`src/rtl/dp_pipe_pkg.sv`:
```
// Shared constants and helpers for the multi-precision FP operand pipeline.
package dp_pipe_pkg;

  localparam int LANES_DEF  = 4;
  localparam int EXP_W_DEF  = 8;
  localparam int MAN_W_DEF  = 13;
  localparam int MODE_W_DEF = 2;

  localparam logic [1:0] MODE_LOW = 2'b00;
  localparam logic [1:0] MODE_SP  = 2'b01;
  localparam logic [1:0] MODE_DP  = 2'b10;

  // Any mode other than low-only carries a meaningful high mantissa half;
  // the reserved code 11 therefore behaves like double.
  function automatic logic hi_en(input logic [1:0] mode);
    return (mode != MODE_LOW);
  endfunction

endpackage

```
`src/rtl/dp_operand_skid_reg_if.sv`:
```
// Valid/ready operand beat bus: handshake plus packed sign/exp/mantissa fields.
interface dp_operand_skid_reg_if
  import dp_pipe_pkg::*;
#(
  parameter int LANES  = LANES_DEF,
  parameter int EXP_W  = EXP_W_DEF,
  parameter int MAN_W  = MAN_W_DEF,
  parameter int MODE_W = MODE_W_DEF
);
  logic                       valid;
  logic                       ready;
  logic [MODE_W-1:0]          mode;
  logic [2*LANES-1:0]         sign;
  logic [2*LANES*EXP_W-1:0]   exp;
  logic [2*LANES*MAN_W-1:0]   high;
  logic [2*LANES*MAN_W-1:0]   low;

  modport master (output valid, mode, sign, exp, high, low, input ready);
  modport slave  (input valid, mode, sign, exp, high, low, output ready);

endinterface

```
`src/rtl/dp_operand_entry.sv`:
```
// One operand field-set register. The high mantissa half has its own load
// enable so low-only beats leave it untouched instead of gating its clock.
module dp_operand_entry
  import dp_pipe_pkg::*;
#(
  parameter int LANES  = LANES_DEF,
  parameter int EXP_W  = EXP_W_DEF,
  parameter int MAN_W  = MAN_W_DEF,
  parameter int MODE_W = MODE_W_DEF
) (
  input  logic                     clk,
  input  logic                     rst,
  input  logic                     load,
  input  logic                     hi_load,
  input  logic [MODE_W-1:0]        d_mode,
  input  logic [2*LANES-1:0]       d_sign,
  input  logic [2*LANES*EXP_W-1:0] d_exp,
  input  logic [2*LANES*MAN_W-1:0] d_high,
  input  logic [2*LANES*MAN_W-1:0] d_low,
  output logic [MODE_W-1:0]        q_mode,
  output logic [2*LANES-1:0]       q_sign,
  output logic [2*LANES*EXP_W-1:0] q_exp,
  output logic [2*LANES*MAN_W-1:0] q_high,
  output logic [2*LANES*MAN_W-1:0] q_low
);

  // Always-loaded fields: mode, sign, exponent, low mantissa half.
  always_ff @(posedge clk or negedge rst) begin
    if (!rst) begin
      q_mode <= '0;
      q_sign <= '0;
      q_exp  <= '0;
      q_low  <= '0;
    end else if (load) begin
      q_mode <= d_mode;
      q_sign <= d_sign;
      q_exp  <= d_exp;
      q_low  <= d_low;
    end
  end

  // High mantissa half: written only for beats whose precision uses it.
  always_ff @(posedge clk or negedge rst) begin
    if (!rst) begin
      q_high <= '0;
    end else if (hi_load) begin
      q_high <= d_high;
    end
  end

endmodule

```
`src/rtl/dp_operand_skid_reg.sv`:
```
// Operand pipeline stage with a 2-entry skid buffer. Entry M drives the
// outputs, entry S absorbs one beat of backpressure so in_ready is a flop.
module dp_operand_skid_reg
  import dp_pipe_pkg::*;
#(
  parameter int LANES  = LANES_DEF,
  parameter int EXP_W  = EXP_W_DEF,
  parameter int MAN_W  = MAN_W_DEF,
  parameter int MODE_W = MODE_W_DEF
) (
  input  logic                  clk,
  input  logic                  rst,
  input  logic                  flush,
  dp_operand_skid_reg_if.slave  in_bus,
  dp_operand_skid_reg_if.master out_bus
);

  localparam int SW = 2*LANES;
  localparam int EW = 2*LANES*EXP_W;
  localparam int MW = 2*LANES*MAN_W;

  logic m_valid, s_valid, in_ready_q;
  logic m_valid_nxt, s_valid_nxt;
  logic accept, pop;
  logic m_load, m_sel_s, s_load;
  logic m_hi_load, s_hi_load;

  logic [MODE_W-1:0] s_mode, m_d_mode;
  logic [SW-1:0]     s_sign, m_d_sign;
  logic [EW-1:0]     s_exp,  m_d_exp;
  logic [MW-1:0]     s_high, m_d_high;
  logic [MW-1:0]     s_low,  m_d_low;

  assign accept = in_bus.valid & in_ready_q;
  assign pop    = m_valid & out_bus.ready;

  assign in_bus.ready  = in_ready_q;
  assign out_bus.valid = m_valid;

  // Skid control: decide which entry loads and the next valid bits.
  always_comb begin
    m_load      = 1'b0;
    m_sel_s     = 1'b0;
    s_load      = 1'b0;
    m_valid_nxt = m_valid;
    s_valid_nxt = s_valid;
    if (flush) begin
      m_valid_nxt = 1'b0;
      s_valid_nxt = 1'b0;
    end else if (!m_valid || pop) begin
      if (s_valid) begin
        m_load      = 1'b1;
        m_sel_s     = 1'b1;
        m_valid_nxt = 1'b1;
        s_valid_nxt = 1'b0;
      end else if (accept) begin
        m_load      = 1'b1;
        m_valid_nxt = 1'b1;
      end else begin
        m_valid_nxt = 1'b0;
      end
    end else if (accept) begin
      // in_ready is low whenever S is full, so this never overwrites S.
      s_load      = 1'b1;
      s_valid_nxt = 1'b1;
    end
  end

  // M takes the skid entry when it holds a beat, otherwise the input.
  always_comb begin
    m_d_mode = m_sel_s ? s_mode : in_bus.mode;
    m_d_sign = m_sel_s ? s_sign : in_bus.sign;
    m_d_exp  = m_sel_s ? s_exp  : in_bus.exp;
    m_d_high = m_sel_s ? s_high : in_bus.high;
    m_d_low  = m_sel_s ? s_low  : in_bus.low;
  end

  assign m_hi_load = m_load & hi_en(m_d_mode);
  assign s_hi_load = s_load & hi_en(in_bus.mode);

  // Valid bits and the registered in_ready (mirror of the next S.valid).
  always_ff @(posedge clk or negedge rst) begin
    if (!rst) begin
      m_valid    <= 1'b0;
      s_valid    <= 1'b0;
      in_ready_q <= 1'b1;
    end else begin
      m_valid    <= m_valid_nxt;
      s_valid    <= s_valid_nxt;
      in_ready_q <= ~s_valid_nxt;
    end
  end

  dp_operand_entry #(
    .LANES(LANES), .EXP_W(EXP_W), .MAN_W(MAN_W), .MODE_W(MODE_W)
  ) u_entry_m (
    .clk     (clk),
    .rst     (rst),
    .load    (m_load),
    .hi_load (m_hi_load),
    .d_mode  (m_d_mode),
    .d_sign  (m_d_sign),
    .d_exp   (m_d_exp),
    .d_high  (m_d_high),
    .d_low   (m_d_low),
    .q_mode  (out_bus.mode),
    .q_sign  (out_bus.sign),
    .q_exp   (out_bus.exp),
    .q_high  (out_bus.high),
    .q_low   (out_bus.low)
  );

  dp_operand_entry #(
    .LANES(LANES), .EXP_W(EXP_W), .MAN_W(MAN_W), .MODE_W(MODE_W)
  ) u_entry_s (
    .clk     (clk),
    .rst     (rst),
    .load    (s_load),
    .hi_load (s_hi_load),
    .d_mode  (in_bus.mode),
    .d_sign  (in_bus.sign),
    .d_exp   (in_bus.exp),
    .d_high  (in_bus.high),
    .d_low   (in_bus.low),
    .q_mode  (s_mode),
    .q_sign  (s_sign),
    .q_exp   (s_exp),
    .q_high  (s_high),
    .q_low   (s_low)
  );

endmodule

```
`src/flat_wrapper.sv`:
```
// flat-port wrapper written by rule: the top's interface ports become plain ports
module dp_operand_skid_reg_flat import dp_pipe_pkg::*;
#(
  parameter int LANES  = LANES_DEF,
  parameter int EXP_W  = EXP_W_DEF,
  parameter int MAN_W  = MAN_W_DEF,
  parameter int MODE_W = MODE_W_DEF
)
  (clk, rst, flush, in_bus_valid, in_bus_mode, in_bus_sign, in_bus_exp, in_bus_high, in_bus_low, in_bus_ready, out_bus_valid, out_bus_mode, out_bus_sign, out_bus_exp, out_bus_high, out_bus_low, out_bus_ready);
  dp_operand_skid_reg_if #(.LANES(LANES), .EXP_W(EXP_W), .MAN_W(MAN_W), .MODE_W(MODE_W)) in_bus_i ();
  dp_operand_skid_reg_if #(.LANES(LANES), .EXP_W(EXP_W), .MAN_W(MAN_W), .MODE_W(MODE_W)) out_bus_i ();
  input  logic clk;
  input  logic rst;
  input  logic flush;
  input wire logic [$bits(in_bus_i.valid)-1:0] in_bus_valid;
  input wire logic [$bits(in_bus_i.mode)-1:0] in_bus_mode;
  input wire logic [$bits(in_bus_i.sign)-1:0] in_bus_sign;
  input wire logic [$bits(in_bus_i.exp)-1:0] in_bus_exp;
  input wire logic [$bits(in_bus_i.high)-1:0] in_bus_high;
  input wire logic [$bits(in_bus_i.low)-1:0] in_bus_low;
  output wire logic [$bits(in_bus_i.ready)-1:0] in_bus_ready;
  output wire logic [$bits(out_bus_i.valid)-1:0] out_bus_valid;
  output wire logic [$bits(out_bus_i.mode)-1:0] out_bus_mode;
  output wire logic [$bits(out_bus_i.sign)-1:0] out_bus_sign;
  output wire logic [$bits(out_bus_i.exp)-1:0] out_bus_exp;
  output wire logic [$bits(out_bus_i.high)-1:0] out_bus_high;
  output wire logic [$bits(out_bus_i.low)-1:0] out_bus_low;
  input wire logic [$bits(out_bus_i.ready)-1:0] out_bus_ready;
  assign in_bus_i.valid = in_bus_valid;
  assign in_bus_i.mode = in_bus_mode;
  assign in_bus_i.sign = in_bus_sign;
  assign in_bus_i.exp = in_bus_exp;
  assign in_bus_i.high = in_bus_high;
  assign in_bus_i.low = in_bus_low;
  assign in_bus_ready = in_bus_i.ready;
  assign out_bus_valid = out_bus_i.valid;
  assign out_bus_mode = out_bus_i.mode;
  assign out_bus_sign = out_bus_i.sign;
  assign out_bus_exp = out_bus_i.exp;
  assign out_bus_high = out_bus_i.high;
  assign out_bus_low = out_bus_i.low;
  assign out_bus_i.ready = out_bus_ready;
  dp_operand_skid_reg #(.LANES(LANES), .EXP_W(EXP_W), .MAN_W(MAN_W), .MODE_W(MODE_W)) u_core (.clk(clk), .rst(rst), .flush(flush), .in_bus(in_bus_i), .out_bus(out_bus_i));
endmodule
```
`config.mk`:
```
export PLATFORM = sky130hd
export DESIGN_NAME = dp_operand_skid_reg_flat
export DESIGN_NICKNAME = d
export VERILOG_FILES = /design/src/rtl/dp_pipe_pkg.sv /design/src/rtl/dp_operand_skid_reg_if.sv /design/src/rtl/dp_operand_entry.sv /design/src/rtl/dp_operand_skid_reg.sv /design/src/flat_wrapper.sv
export SDC_FILE = /design/constraint.sdc
export NUM_CORES = 1
export LEC_CHECK = 0
export ABC_AREA = 1
export CAP_MARGIN = 20
export CORE_AREA = 2 2 182 363
export CTS_BUF_LIST = sky130_fd_sc_hd__clkbuf_4 sky130_fd_sc_hd__clkbuf_8
export CTS_CLUSTER_SIZE = 12
export DETAILED_ROUTE_END_ITERATION = 12
export DIE_AREA = 0 0 184 365
export GPL_TIMING_DRIVEN = 0
export PLACE_DENSITY = 0.65
export SYNTH_ARGS = -nofsm -noshare
export SYNTH_HDL_FRONTEND = slang
export SYNTH_HIERARCHICAL = 1
export SYNTH_SLANG_ARGS = --single-unit
```
`constraint.sdc`:
```
create_clock -name clk -period 2 [get_ports clk]
set_clock_uncertainty 0.15 [all_clocks]
set_input_delay 0.3 -clock clk [delete_from_list [all_inputs] [get_ports clk]]
set_output_delay 0.3 -clock clk [all_outputs]
set_load 0.03 [all_outputs]
```
* Word level (Yosys, flattened, before mapping)
Cells that the tools add are included.
Cells by class: multiplexer cells 19, $mul 0, bitwise logic cells 5, eq/ne operators 0, shift-type cells 0, reduce and logical (&&, ||, !) cells 5, divide/modulo/power cells 0, add/subtract/negate cells 0, $lt $le $gt $ge 0
Operators with widths (count):
- $mux 104 | 2
- $mux 64 | 1
- $mux 1 | 14
- $mux 8 | 1
- $reduce_bool 2->1 | 3
- $and 1x1->1 | 4
- $mux 2 | 1
- $logic_not 1->1 | 1
- $logic_or 1x1->1 | 1
- $not 1->1 | 1
Word-level totals: word-level logic and storage cells 42, output and inout bits 284, memory bits (writable) 0, memories 0, latch bits 0, input bits 287, ROM bits 0, flip-flop bits (word level) 567

* Longest topological paths before layout
Gate-level depths: netlist of run 1.
word-level depth 7, gate-level depth with buffers 13, depth with buffers taken out 9

* Modules after synthesis
Netlist of run 1, hierarchy kept.
By module, submodules not included:
- dp_operand_entry | times used 2, area an instance 10677.7 um^2, sequential area each 7056.8 um^2, cells each 1192
- dp_operand_skid_reg | times used 1, area an instance 4261.6 um^2, sequential area each 76.3 um^2, cells each 964

* Worst setup path before layout of run 1
Ideal clock, no wire load.
path type reg2reg, start register u_core.m_valid, in the netlist u_core/out_bus.valid, end register u_core.u_entry_m.q_high[43], required time 1.732 ns, path buffers 4, library setup time 0.118 ns, cell stages (with the launch flop) 13, slack 0.042 ns, clock period less this slack 1.958 ns, arrival 1.691 ns, cell sequence dfrtp_1 -> nand2_2 -> nand2_2 -> buf_4 -> nand2_1 -> nand2_1 -> a21oi_1 -> buf_2 -> inv_2 -> buf_6 -> buf_4 -> nand2_1 -> nand2_1
On the way: word-level cells in the longest chain between the ends 7, elaborated cells between the ends (all ways) 11, those cells by class mux: 6; bitwise: 2; reduce/logical: 3
Ends and longest elaborated chain:
- start: declaration | RTL line dp_operand_skid_reg.sv:22 | logic m_valid, s_valid, in_ready_q;
- start signal: assignment | RTL line dp_operand_skid_reg.sv:88 | m_valid <= m_valid_nxt;
- $and 1x1->1 or $logic_not 1->1 (tied branches) | RTL line dp_operand_skid_reg.sv:35, dp_operand_skid_reg.sv:50
- $logic_or 1x1->1 (*) | RTL line dp_operand_skid_reg.sv:50 | end else if (!m_valid || pop) begin
- $mux 1 | RTL line dp_operand_skid_reg.sv:50
- $mux 1 | RTL line dp_operand_skid_reg.sv:47 | if (flush) begin
- $mux 2 | RTL line dp_operand_skid_reg.sv:71 | m_d_mode = m_sel_s ? s_mode : in_bus.mode;
- $reduce_bool 2->1 | RTL line dp_pipe_pkg.sv:16 | return (mode != MODE_LOW);
- $and 1x1->1 (*) | RTL line dp_operand_skid_reg.sv:78 | assign m_hi_load = m_load & hi_en(m_d_mode);
- named net u_core.m_hi_load | RTL line dp_operand_skid_reg.sv:26 | logic m_hi_load, s_hi_load;
- end signal: assignment | RTL line dp_operand_entry.sv:47 | q_high <= d_high;
- end: declaration | RTL line dp_operand_entry.sv:23 | output logic [2*LANES*MAN_W-1:0] q_high,
The timed path passes the listed nets; every way through them passes the cells marked *. A chain may end at the register's enable or synchronous reset.

* Worst setup path in the final report of run 1
start register u_core.in_ready_q, in the netlist u_core/in_bus.ready, end register u_core.u_entry_s.q_high[55]
On the way: word-level cells in the longest chain between the ends 5
Ends and longest elaborated chain:
- start: declaration | RTL line dp_operand_skid_reg.sv:22
- start signal: assignment | RTL line dp_operand_skid_reg.sv:90 | in_ready_q <= ~s_valid_nxt;
- $and 1x1->1 | RTL line dp_operand_skid_reg.sv:34 | assign accept = in_bus.valid & in_ready_q;
- $mux 1 | RTL line dp_operand_skid_reg.sv:62 | end else if (accept) begin
- $mux 1 | RTL line dp_operand_skid_reg.sv:50
- $mux 1 | RTL line dp_operand_skid_reg.sv:47
- named net u_core.s_load | RTL line dp_operand_skid_reg.sv:25 | logic m_load, m_sel_s, s_load;
- $and 1x1->1 | RTL line dp_operand_skid_reg.sv:79 | assign s_hi_load = s_load & hi_en(in_bus.mode);
- named net u_core.s_hi_load | RTL line dp_operand_skid_reg.sv:26
- end signal: assignment | RTL line dp_operand_entry.sv:47
- end: declaration | RTL line dp_operand_entry.sv:23
The timed path passes the listed nets, and every way through them passes these cells.

==> impl_metrics.py, run 1 <==
metrics = {
    "timing": {
        "slew_viol_final": 0,
        "setup_viol": 157,
        "whs_ns": 0.0695,
        "hold_viol": 0,
        "maxSlewHeadroom_pct": 55.0,
        "finalCritPeriodShare_pct": 110,
        "tightestPinTransition_ns": 0.676,
        "rsz0062_at_grt": "true",
        "fin_crit_ns": 2.21,
        "fmax_ghz": 0.453,
        "fin_ws_ns": -0.206,
    },
    "route": {
        "vias": 25300,
        "wl_per_cell_um": 18.2,
        "postRouteAntennaNets": 0,
        "firstDrtPassIters": 5,
        "drt_iter0_markers": 1719,
        "drt-vias-per-instance": 4.93,
        "drc": 0,
        "wirelength_um": 93600,
    },
    "logic_synthesis": {
        "syn_area_per_cell_um2": 7.65,
        "syn_area_um2": 25600,
        "syn_inst": 3348,
        "yosysTopAreaCell": "dfrtp_1",
        "synth_seq_cells": 567,
        "synth_area_leaders": "dfrtp_1 (55%), nand2_1 (33%), nand3_1 (5.5%)",
        "synth_nets": 3635,
        "synth-seq-area-share_pct": 55.4,
        "yosysUniqueCellTypes": 18,
        "synth_top_area_share_pct": 55.3,
        "yosysWarnings": 6,
    },
    "final_layout": {
        "areaGrowthSynthToFinish_pct": 50.8,
        "drive_gt1_share_pct": 17.0,
        "fin_cells": 5133,
        "fin_nets": 4542,
        "post-route-util_pct": 60.0,
        "final_cell_mix": "nand2_1 (2044), dfrtp_1 (564), clkdlybuf4s50_1 (285)",
        "layout_commonest_cell": "nand2_1",
    },
    "setup_path": {
        "crit_path_start": "u_core/in_bus.ready$_DFF_PN1_",
        "end_kind": "flip-flop",
        "critical_path.cell_chain": "nand2_2 -> nor3_4 -> o21a_1 -> buf_6 -> buf_12 -> inv_12 -> buf_16 -> buf_12 -> buf_16 -> nand2_4 -> nand2_1",
        "required_ns": 2.43,
        "cp-start-kind": "flip-flop",
        "reg2reg_depth": 11,
        "r2r-start": "u_core/in_bus.ready$_DFF_PN1_",
        "critPathMaxFanout": 5,
        "ff2ff_setup_slack_ns": -0.21,
        "arrival_ns": 2.64,
        "slowest_delay_ns": 0.56,
        "slowest_stage": "dfstp_2",
        "critPathKind": "flip-flop to flip-flop",
        "timing.rr.end": "u_core/u_entry_s/q_high[55]$_DFFE_PN0P_",
    },
    "clock_tree": {
        "htree_levels": 3,
        "clock_latency_ns": 0.69,
        "cts_tree": "yes",
        "cts.sinks": 567,
        "clock_path_buffers": 3,
        "clkTransAtPathRegs_ns": 0.07,
        "clockRootBuffer": "clkbuf_8",
        "cts_buffers": 84,
    },
    "placement": {
        "dp_hpwl_um": 64000,
        "gp_congestion": 0.916,
        "portBuffers": 570,
        "pre_cts_ws_ns": -1.01,
        "place_inst": 4727,
    },
    "die": {
        "die_area_um2": 67200,
        "initial_core_util_pct": 39.8,
        "die_y_um": 365,
        "dieWidth_um": 184,
        "std_cell_rows": 132,
        "coreArea_um2": 64400,
        "io_pins": 571,
    },
    "run_status": {
        "violations": "setup timing",
        "outcome": "finished with violations",
    },
    "run": {
        "maxCapViolations": 0,
    },
    "global_routing": {
        "gr-total-overflow": 0,
        "grt_max_degree": 120,
        "grt_pass1_vias": 24800,
        "antenna_found_initial": 18,
        "grt_pass1_wl_um": 143000,
        "grtUsageTotal_pct": 27.6,
    },
    "power_and_ir_drop": {
        "p_total_w": 0.0345,
        "ir_drop_uv": 680,
        "power_density_nw_per_um2": 894,
        "p_leak_nw": 20.7,
    },
    "hold_path": {
        "holdCritPathClass": "input port to asynchronous set/reset pin",
    },
}
-- kinds of logic after synthesis --
| kind of cell | after synthesis | share of synthesized area, % |
|---|---|---|
| buffers and inverters | 231 | 5.75 |
| and+or+nand+nor | 2546 | 38.8 |
| AOI/OAI and AO/OA | 4 | 0.0879 |
| DFF | 567 | 55.4 |
-- metrics by stage --
| stage | instance area (µm²) | setup TNS [ns] |
|---|---|---|
| finish | 38600 | -12.87 |
| global route | 38600 | -27.01 |
| CTS | 38100 | -18.79 |
| detailed placement | 32500 | -347.49 |
| global placement | 32300 | - |
| floorplan | 25600 | 0 |
-- layer usage --
metal | up-vias | track usage, % | share of wire (%) | wire length (µm)
li1 | 12100 | - | - | -
met1 | 12000 | 35.4 | 41 | 38700
met2 | 1048 | 44.4 | 46 | 43000
met3 | 170 | 8.79 | 9.5 | 8910
met4 | 16 | 8.89 | 3.1 | 2900
met5 | - | 0 | 0.12 | 113
-- sequential cells by signal (all words and copies together) (netlist names), 8 cells and up --
register,cells
u_core/u_entry_m/q_sign,8
u_core/u_entry_m/q_exp,64
u_core/u_entry_s/q_high,104
u_core/u_entry_m/q_high,104
u_core/u_entry_m/q_low,104
u_core/u_entry_s/q_exp,64
u_core/u_entry_s/q_sign,8
u_core/u_entry_s/q_low,104
-- final cells by class --
cell class | instances | area [µm²]
inverters | 14 | 96.3
well taps | 804 | 1010
repair buffers | 824 | 8830
diodes | 11 | 27.5
clock inverters | 25 | 206
clock buffers | 124 | 1600
plain buffers | 214 | 1960
multi-input cells | 2550 | 10700
flip-flops and latches | 567 | 14200
fillers | 5701 | 25800
-- how the worst max path moves through the flow --
stage                                         endpoint  slack [ns]  cells past startpoint
4_1_cts        u_core/u_entry_m/q_high[69]$_DFFE_PN0P_       -0.19                     13
5_1_grt        u_core/u_entry_m/q_high[64]$_DFFE_PN0P_       -0.23                     12
2_1_floorplan  u_core/u_entry_m/q_high[43]$_DFFE_PN0P_        0.04                     12
3_5_place_dp   u_core/u_entry_m/q_high[81]$_DFFE_PN0P_       -1.01                     12
3_3_place_gp   u_core/u_entry_s/q_high[43]$_DFFE_PN0P_      -25.82                      1
6_report       u_core/u_entry_s/q_high[55]$_DFFE_PN0P_       -0.21                     11
-- repair_timing --
| action | CTS | global route |
|---|---|---|
| endpoints found under the setup margin | 848 | 465 |
| pin swaps | 25 | 22 |
| gates cloned | 30 | 2 |
| setup buffers | 33 | 7 |
| hold buffers | 176 | 3 |
| endpoints found under the hold margin | 520 | 6 |
| gates resized for setup | 833 | 131 |
-- Yosys cell counts (all sizes together) --
cell and instances:
buf 211, nor3 1, clkbuf 6, o21a 1, nand2 2261, a21oi 3
dfstp 1, nand3 281, inv 14, nor2 2, nand3b 1, dfrtp 566
-- power breakdown --
part / internal (W) / switching, W / leakage [nW]
clock: 0.00552 / 0.00471 / 0.972
sequential: 0.0138 / 0.00155 / 7.12
combinational: 0.00357 / 0.00536 / 12.6
-- worst max-delay path, delay by kind of cell (launching register included) --
family / cells / cell delay, ns
compound gates: 1 / 0.26
buf+inv: 6 / 0.72
flops: 1 / 0.56
simple gates: 4 / 0.41
Note: power is estimated with default switching activity, not from simulation.
==> inputs of run 2 (changes only) <==
--- a/config.mk
+++ b/config.mk
@@ -7,13 +7,13 @@
 export LEC_CHECK = 0
 export ABC_AREA = 1
 export CAP_MARGIN = 20
-export CORE_AREA = 2 2 182 363
+export CORE_AREA = 2 2 207 412
 export CTS_BUF_LIST = sky130_fd_sc_hd__clkbuf_4 sky130_fd_sc_hd__clkbuf_8
 export CTS_CLUSTER_SIZE = 12
 export DETAILED_ROUTE_END_ITERATION = 12
-export DIE_AREA = 0 0 184 365
+export DIE_AREA = 0 0 209 414
 export GPL_TIMING_DRIVEN = 0
-export PLACE_DENSITY = 0.65
+export PLACE_DENSITY_LB_ADDON = 0.2
 export SYNTH_ARGS = -nofsm -noshare
 export SYNTH_HDL_FRONTEND = slang
 export SYNTH_HIERARCHICAL = 1
==> run 2 against run 1 <==
  * The run ends with hold timing, setup timing left
  * Sequential power is essentially flat
  * Cell area shrank 0.16%
  * Die area up 29%
  * Global-route usage decreased by 5.5 points
  * Via count fell by 3.8%
  * First-iteration DRC count fell by 18%
  * Worst hold slack lost 0.66 ns
  * Routed wire length grew 3.2%
  * Critical endpoint is now u_core/u_entry_s/q_high[80]$_DFFE_PN0P_
  * Largest power group unchanged
  * Highest routed layer unchanged
==> impl_metrics.py, run 2 (synthesis results as in run 1) <==
metrics = {
    "setup_path": {
        "slowest_delay_ns": 0.41,
        "reg2reg_depth": 10,
        "critical_path.cell_chain": "nand2_4 -> buf_12 -> nor3_4 -> o21a_1 -> buf_6 -> inv_8 -> buf_16 -> clkbuf_16 -> nand2_1 -> nand2_1",
        "critPathKind": "flip-flop to flip-flop",
        "path_common_cell": "nand2_1",
        "arrival_ns": 2.59,
        "r2r-start": "u_core/out_bus.valid$_DFFE_PN0P_",
        "timing.rr.end": "u_core/u_entry_s/q_high[80]$_DFFE_PN0P_",
        "critPathMaxFanout": 5,
        "critPathTopFamily": "buffers and inverters",
        "end_kind": "flip-flop",
        "cp-start-kind": "flip-flop",
        "slowest_stage": "dfrtp_1",
        "path_buf_inv": 5,
        "required_ns": 2.50,
        "ff2ff_setup_slack_ns": -0.09,
    },
    "timing": {
        "fin_ws_ns": -0.0903,
        "tightestPinTransition_ns": 0.774,
        "slew_viol_final": 0,
        "hold_viol": 161,
        "whs_ns": -0.592,
        "fmax_ghz": 0.478,
        "fin_crit_ns": 2.09,
        "rsz0062_at_grt": "true",
        "finalCritPeriodShare_pct": 105,
        "setup_tns_ns": -11.04,
        "maxSlewHeadroom_pct": 48.4,
        "setup_viol": 304,
    },
    "clock_tree": {
        "clockRootBuffer": "clkbuf_8",
        "cts.sinks": 567,
        "clkTransAtPathRegs_ns": 0.07,
        "cts_buffers": 88,
        "ctsHoldBuffers": 279,
        "cts_tree": "yes",
        "htree_levels": 3,
        "clock_path_buffers": 3,
        "clock_latency_ns": 0.77,
    },
    "run_status": {
        "outcome": "finished with violations",
        "violations": "hold timing, setup timing",
    },
    "die": {
        "io_pins": 571,
        "dieWidth_um": 209,
        "std_cell_rows": 150,
        "die_y_um": 414,
        "die_area_um2": 86500,
        "initial_core_util_pct": 30.7,
        "coreArea_um2": 83500,
    },
    "placement": {
        "gp_congestion": 0.857,
        "portBuffers": 570,
        "post_dp_cell_area_um2": 32800,
        "place_inst": 4987,
        "dp_hpwl_um": 68200,
    },
    "route": {
        "vias": 24400,
        "firstDrtPassIters": 5,
        "drc": 0,
        "wirelength_um": 96600,
        "drt_iter0_markers": 1405,
        "wl_per_cell_um": 17.7,
        "drt-vias-per-instance": 4.46,
        "postRouteAntennaNets": 0,
    },
    "global_routing": {
        "grtUsageTotal_pct": 22.1,
        "antenna_found_initial": 13,
        "grt_pass1_vias": 24800,
        "grt_max_degree": 112,
        "top_usage_layer": "met2",
        "gr-total-overflow": 0,
        "met1_usage_pct": 24.7,
        "grt_pass1_wl_um": 147000,
        "met2_usage_pct": 39.7,
        "use_met3_pct": 5.96,
    },
    "final_layout": {
        "drive_gt1_share_pct": 12.6,
        "layout_commonest_cell": "nand2_1",
        "final_area_um2": 38600,
        "fin_nets": 4614,
        "final_cell_mix": "nand2_1 (2208), dfrtp_1 (566), clkdlybuf4s50_1 (285)",
        "fin_cells": 5464,
        "areaGrowthSynthToFinish_pct": 50.5,
    },
    "run": {
        "maxCapViolations": 0,
    },
    "hold_path": {
        "holdCritPathClass": "input port to asynchronous set/reset pin",
    },
    "power_and_ir_drop": {
        "ir_drop_uv": 676,
        "p_leak_nw": 20.8,
        "power_density_nw_per_um2": 891,
    },
}
-- run 2: timing repair --
item | 4_1_cts | 5_1_grt
hold endpoints to repair | 536 | 92
buffers inserted | 18 | 2
gates cloned | 7 | 11
pin swaps | 4 | 10
endpoints found under the setup margin | 848 | 697
resized for setup | 620 | 81
-- run 2: worst max path at each step --
| stage | start | to | slack (ns) | depth (start not counted) |
|---|---|---|---|---|
| after CTS | u_core/out_bus.valid$_DFFE_PN0P_ | u_core/u_entry_s/q_high[72]$_DFFE_PN0P_ | -0.13 | 11 |
| after detailed placement | out_bus_ready | u_core/u_entry_m/q_high[87]$_DFFE_PN0P_ | -1.27 | 11 |
| after floorplan | u_core/out_bus.valid$_DFFE_PN0P_ | u_core/u_entry_m/q_high[43]$_DFFE_PN0P_ | 0.04 | 12 |
| after global routing | u_core/out_bus.valid$_DFFE_PN0P_ | u_core/u_entry_s/q_exp[9]$_DFFE_PN0P_ | -0.18 | 9 |
| after global placement | rst | u_core/u_entry_s/q_high[46]$_DFFE_PN0P_ | -26.86 | 1 |
| final | u_core/out_bus.valid$_DFFE_PN0P_ | u_core/u_entry_s/q_high[80]$_DFFE_PN0P_ | -0.09 | 10 |
-- run 2: metal layers --
metal / wire length [µm] / vias to the layer above
met5: 141 / -
met4: 3060 / 22
met3: 6360 / 171
met2: 49000 / 729
met1: 38000 / 11200
li1: - / 12200
-- run 2: worst register-to-register path: cells and delay by family, from the launching register on --
kind	cells	cell delay, ns
simple gates	4	0.43
compound gates	1	0.21
flops	1	0.41
buf+inv	5	0.77
-- run 2: metrics by stage --
step	utilization [%]	setup slack, ns	total power, W
global placement	39.1	-26.86	0.0237
CTS	45.6	-0.129	0.0347
global route	46.2	-0.177	0.0364
floorplan	-	0.0415	0.0196
finish	46.2	-0.0903	0.0344
detailed placement	39.3	-1.27	0.0238
-- run 2: area by class of cell --
type | instances | area [µm²]
Clock inverter | 15 | 113
Timing Repair Buffer | 890 | 9030
Multi-Input combinational cell | 2550 | 10200
Buffer | 216 | 1880
Sequential cell | 567 | 14200
Inverter | 14 | 77.6
Clock buffer | 145 | 1780
Tap cell | 1064 | 1330
Antenna cell | 3 | 7.51
Fill cell | 8452 | 45000
-- run 2: power by group --
group / leakage, nW / internal, W / switching, W
Sequential: 7.12 / 0.0138 / 0.00128
Combinational: 12.7 / 0.00334 / 0.00530
Clock: 1.02 / 0.00576 / 0.00486
==> inputs of run 3 (changes only) <==
--- a/config.mk
+++ b/config.mk
@@ -7,13 +7,14 @@
 export LEC_CHECK = 0
 export ABC_AREA = 1
 export CAP_MARGIN = 20
-export CORE_AREA = 2 2 207 412
+export CORE_AREA = 2 2 246 346
 export CTS_BUF_LIST = sky130_fd_sc_hd__clkbuf_4 sky130_fd_sc_hd__clkbuf_8
 export CTS_CLUSTER_SIZE = 12
 export DETAILED_ROUTE_END_ITERATION = 12
-export DIE_AREA = 0 0 209 414
+export DIE_AREA = 0 0 248 348
 export GPL_TIMING_DRIVEN = 0
 export PLACE_DENSITY_LB_ADDON = 0.2
+export RECOVER_POWER = 50
 export SYNTH_ARGS = -nofsm -noshare
 export SYNTH_HDL_FRONTEND = slang
 export SYNTH_HIERARCHICAL = 1
==> run 3 against run 2 <==
  * The run still ends with hold timing, setup timing left
  * Routed wire length shrank 0.51%
  * Total power rose by 4.2%
  * Maximum frequency is 1.5% higher
  * Register-to-register slack better by 0.03 ns
  * Global-route usage down 0.22 points
  * Critical path type is now input port to flip-flop
  * Critical endpoint is now u_core/u_entry_m/q_high[90]$_DFFE_PN0P_
==> impl_metrics.py, run 3 (synthesis results as in run 1) <==
metrics = {
    "final_layout": {
        "fin_cells": 5505,
        "fin_nets": 4621,
        "final_area_um2": 39400,
        "drive_gt1_share_pct": 17.6,
        "fill_cells": 8214,
        "areaGrowthSynthToFinish_pct": 53.9,
        "layout_commonest_cell": "nand2_1",
        "final_cell_mix": "nand2_1 (2111), dfrtp_1 (566), clkdlybuf4s50_1 (285)",
    },
    "placement": {
        "post_dp_cell_area_um2": 32800,
        "dp_hpwl_um": 66400,
        "portBuffers": 570,
        "place_inst": 5011,
        "gp_congestion": 0.819,
    },
    "global_routing": {
        "gr-total-overflow": 0,
        "grt_pass1_vias": 24900,
        "grt_pass1_wl_um": 146000,
        "grt_max_degree": 113,
        "grtUsageTotal_pct": 21.9,
        "antenna_found_initial": 20,
    },
    "timing": {
        "fin_ws_ns": -0.0597,
        "slew_viol_final": 0,
        "fin_crit_ns": 2.06,
        "rsz0062_at_grt": "true",
        "tightestPinTransition_ns": 1.02,
        "fmax_ghz": 0.486,
        "maxSlewHeadroom_pct": 31.8,
        "finalCritPeriodShare_pct": 103,
        "setup_viol": 21,
        "hold_viol": 101,
        "whs_ns": -0.424,
    },
    "clock_tree": {
        "cts_tree": "yes",
        "clkTransAtPathRegs_ns": 0.07,
        "cts_buffers": 98,
        "clock_latency_ns": 0.71,
        "clock_path_buffers": 3,
        "cts.sinks": 567,
        "htree_levels": 3,
        "clockRootBuffer": "clkbuf_8",
    },
    "route": {
        "drt_iter0_markers": 1367,
        "postRouteAntennaNets": 0,
        "drc": 0,
        "vias": 24600,
        "firstDrtPassIters": 5,
        "wirelength_um": 96100,
        "wl_per_cell_um": 17.5,
        "drt-vias-per-instance": 4.47,
    },
    "setup_path": {
        "required_ns": 2.39,
        "ff2ff_setup_slack_ns": -0.06,
        "critPathKind": "input port to flip-flop",
        "reg2reg_depth": 11,
        "critPathMaxFanout": 5,
        "arrival_ns": 2.45,
        "cp-start-kind": "input port",
        "end_kind": "flip-flop",
        "r2r-start": "u_core/in_bus.ready$_DFF_PN1_",
        "timing.rr.end": "u_core/u_entry_m/q_high[90]$_DFFE_PN0P_",
    },
    "die": {
        "coreArea_um2": 83400,
        "die_y_um": 348,
        "io_pins": 571,
        "initial_core_util_pct": 30.7,
        "std_cell_rows": 126,
        "die_area_um2": 86300,
        "dieWidth_um": 248,
    },
    "power_and_ir_drop": {
        "p_leak_nw": 20.8,
        "power_density_nw_per_um2": 908,
        "ir_drop_uv": 544,
        "p_total_w": 0.0358,
    },
    "run": {
        "maxCapViolations": 0,
    },
    "run_status": {
        "outcome": "finished with violations",
        "violations": "hold timing, setup timing",
    },
    "hold_path": {
        "holdCritPathClass": "input port to asynchronous set/reset pin",
    },
}
run 3: worst max-delay path, cell delays in order:
cell and delay (ns):
dlygate4sd3_1 0.54, clkdlybuf4s50_1 0.53, inv_1 0.06, nand2_2 0.07
nand2_2 0.06, a21oi_2 0.15, buf_6 0.14, buf_8 0.13
inv_12 0.05, buf_16 0.15, buf_8 0.14, nand2_1 0.05
nand2_1 0.04
run 3: power by group:
| group | switching (W) | internal, W |
|---|---|---|
| sequential | 0.00138 | 0.0138 |
| combinational | 0.00537 | 0.00359 |
| clock | 0.00517 | 0.00644 |
| total | 0.0119 | 0.0239 |
run 3: worst max path at each step:
| stage | from | endpoint | slack (ns) | cells past startpoint |
|---|---|---|---|---|
| after floorplan | u_core/out_bus.valid$_DFFE_PN0P_ | u_core/u_entry_m/q_high[43]$_DFFE_PN0P_ | 0.04 | 12 |
| after global placement | rst | u_core/u_entry_m/q_high[54]$_DFFE_PN0P_ | -27.08 | 1 |
| after detailed placement | out_bus_ready | u_core/u_entry_m/q_high[60]$_DFFE_PN0P_ | -1.09 | 11 |
| after CTS | u_core/s_valid$_DFF_PN0_ | u_core/u_entry_m/q_high[96]$_DFFE_PN0P_ | -0.14 | 14 |
| after global routing | u_core/in_bus.ready$_DFF_PN1_ | u_core/u_entry_m/q_high[84]$_DFFE_PN0P_ | -0.15 | 11 |
| final | in_bus_mode[1] | u_core/u_entry_m/q_high[90]$_DFFE_PN0P_ | -0.06 | 13 |
run 3: metal layers:
| layer | vias to the layer above | share of wire [%] | track usage, % |
|---|---|---|---|
| met5 | - | 0.091 | 0 |
| met4 | 16 | 3.3 | 8.07 |
| met3 | 188 | 6.6 | 5.14 |
| met2 | 665 | 49 | 37.4 |
| met1 | 11500 | 41 | 26.7 |
| li1 | 12300 | - | - |
run 3: final cells by class:
type                            instances  area, µm²  area share (%)
Multi-Input combinational cell       2550      10500            26.7
Sequential cell                       567      14200            36.0
Antenna cell                           12       30.0          0.0762
Buffer                                213       1860            4.71
Clock buffer                          155       1950            4.95
Inverter                               14       82.6           0.209
Tap cell                             1088       1360            3.45
Clock inverter                         16        163           0.413
Timing Repair Buffer                  890       9260            23.5
run 3: timing repair:
action / 4_1_cts / 5_1_grt
gates resized for setup: 827 / 253
endpoints found under the hold margin: 495 / 147
endpoints found under the setup margin: 848 / 420
gates cloned: 16 / 7
pin swaps: 15 / 27
buffers inserted: 24 / 15
hold buffers: 251 / 2
run 3: stage by stage:
stage               utilization, %  setup slack, ns  TNS, ns
floorplan                        -           0.0415        0
global placement              39.2           -27.08        -
detailed placement            39.4            -1.09  -446.92
CTS                           46.5           -0.143    -6.78
global route                  47.3           -0.151   -10.21
finish                        47.3          -0.0597   -0.587
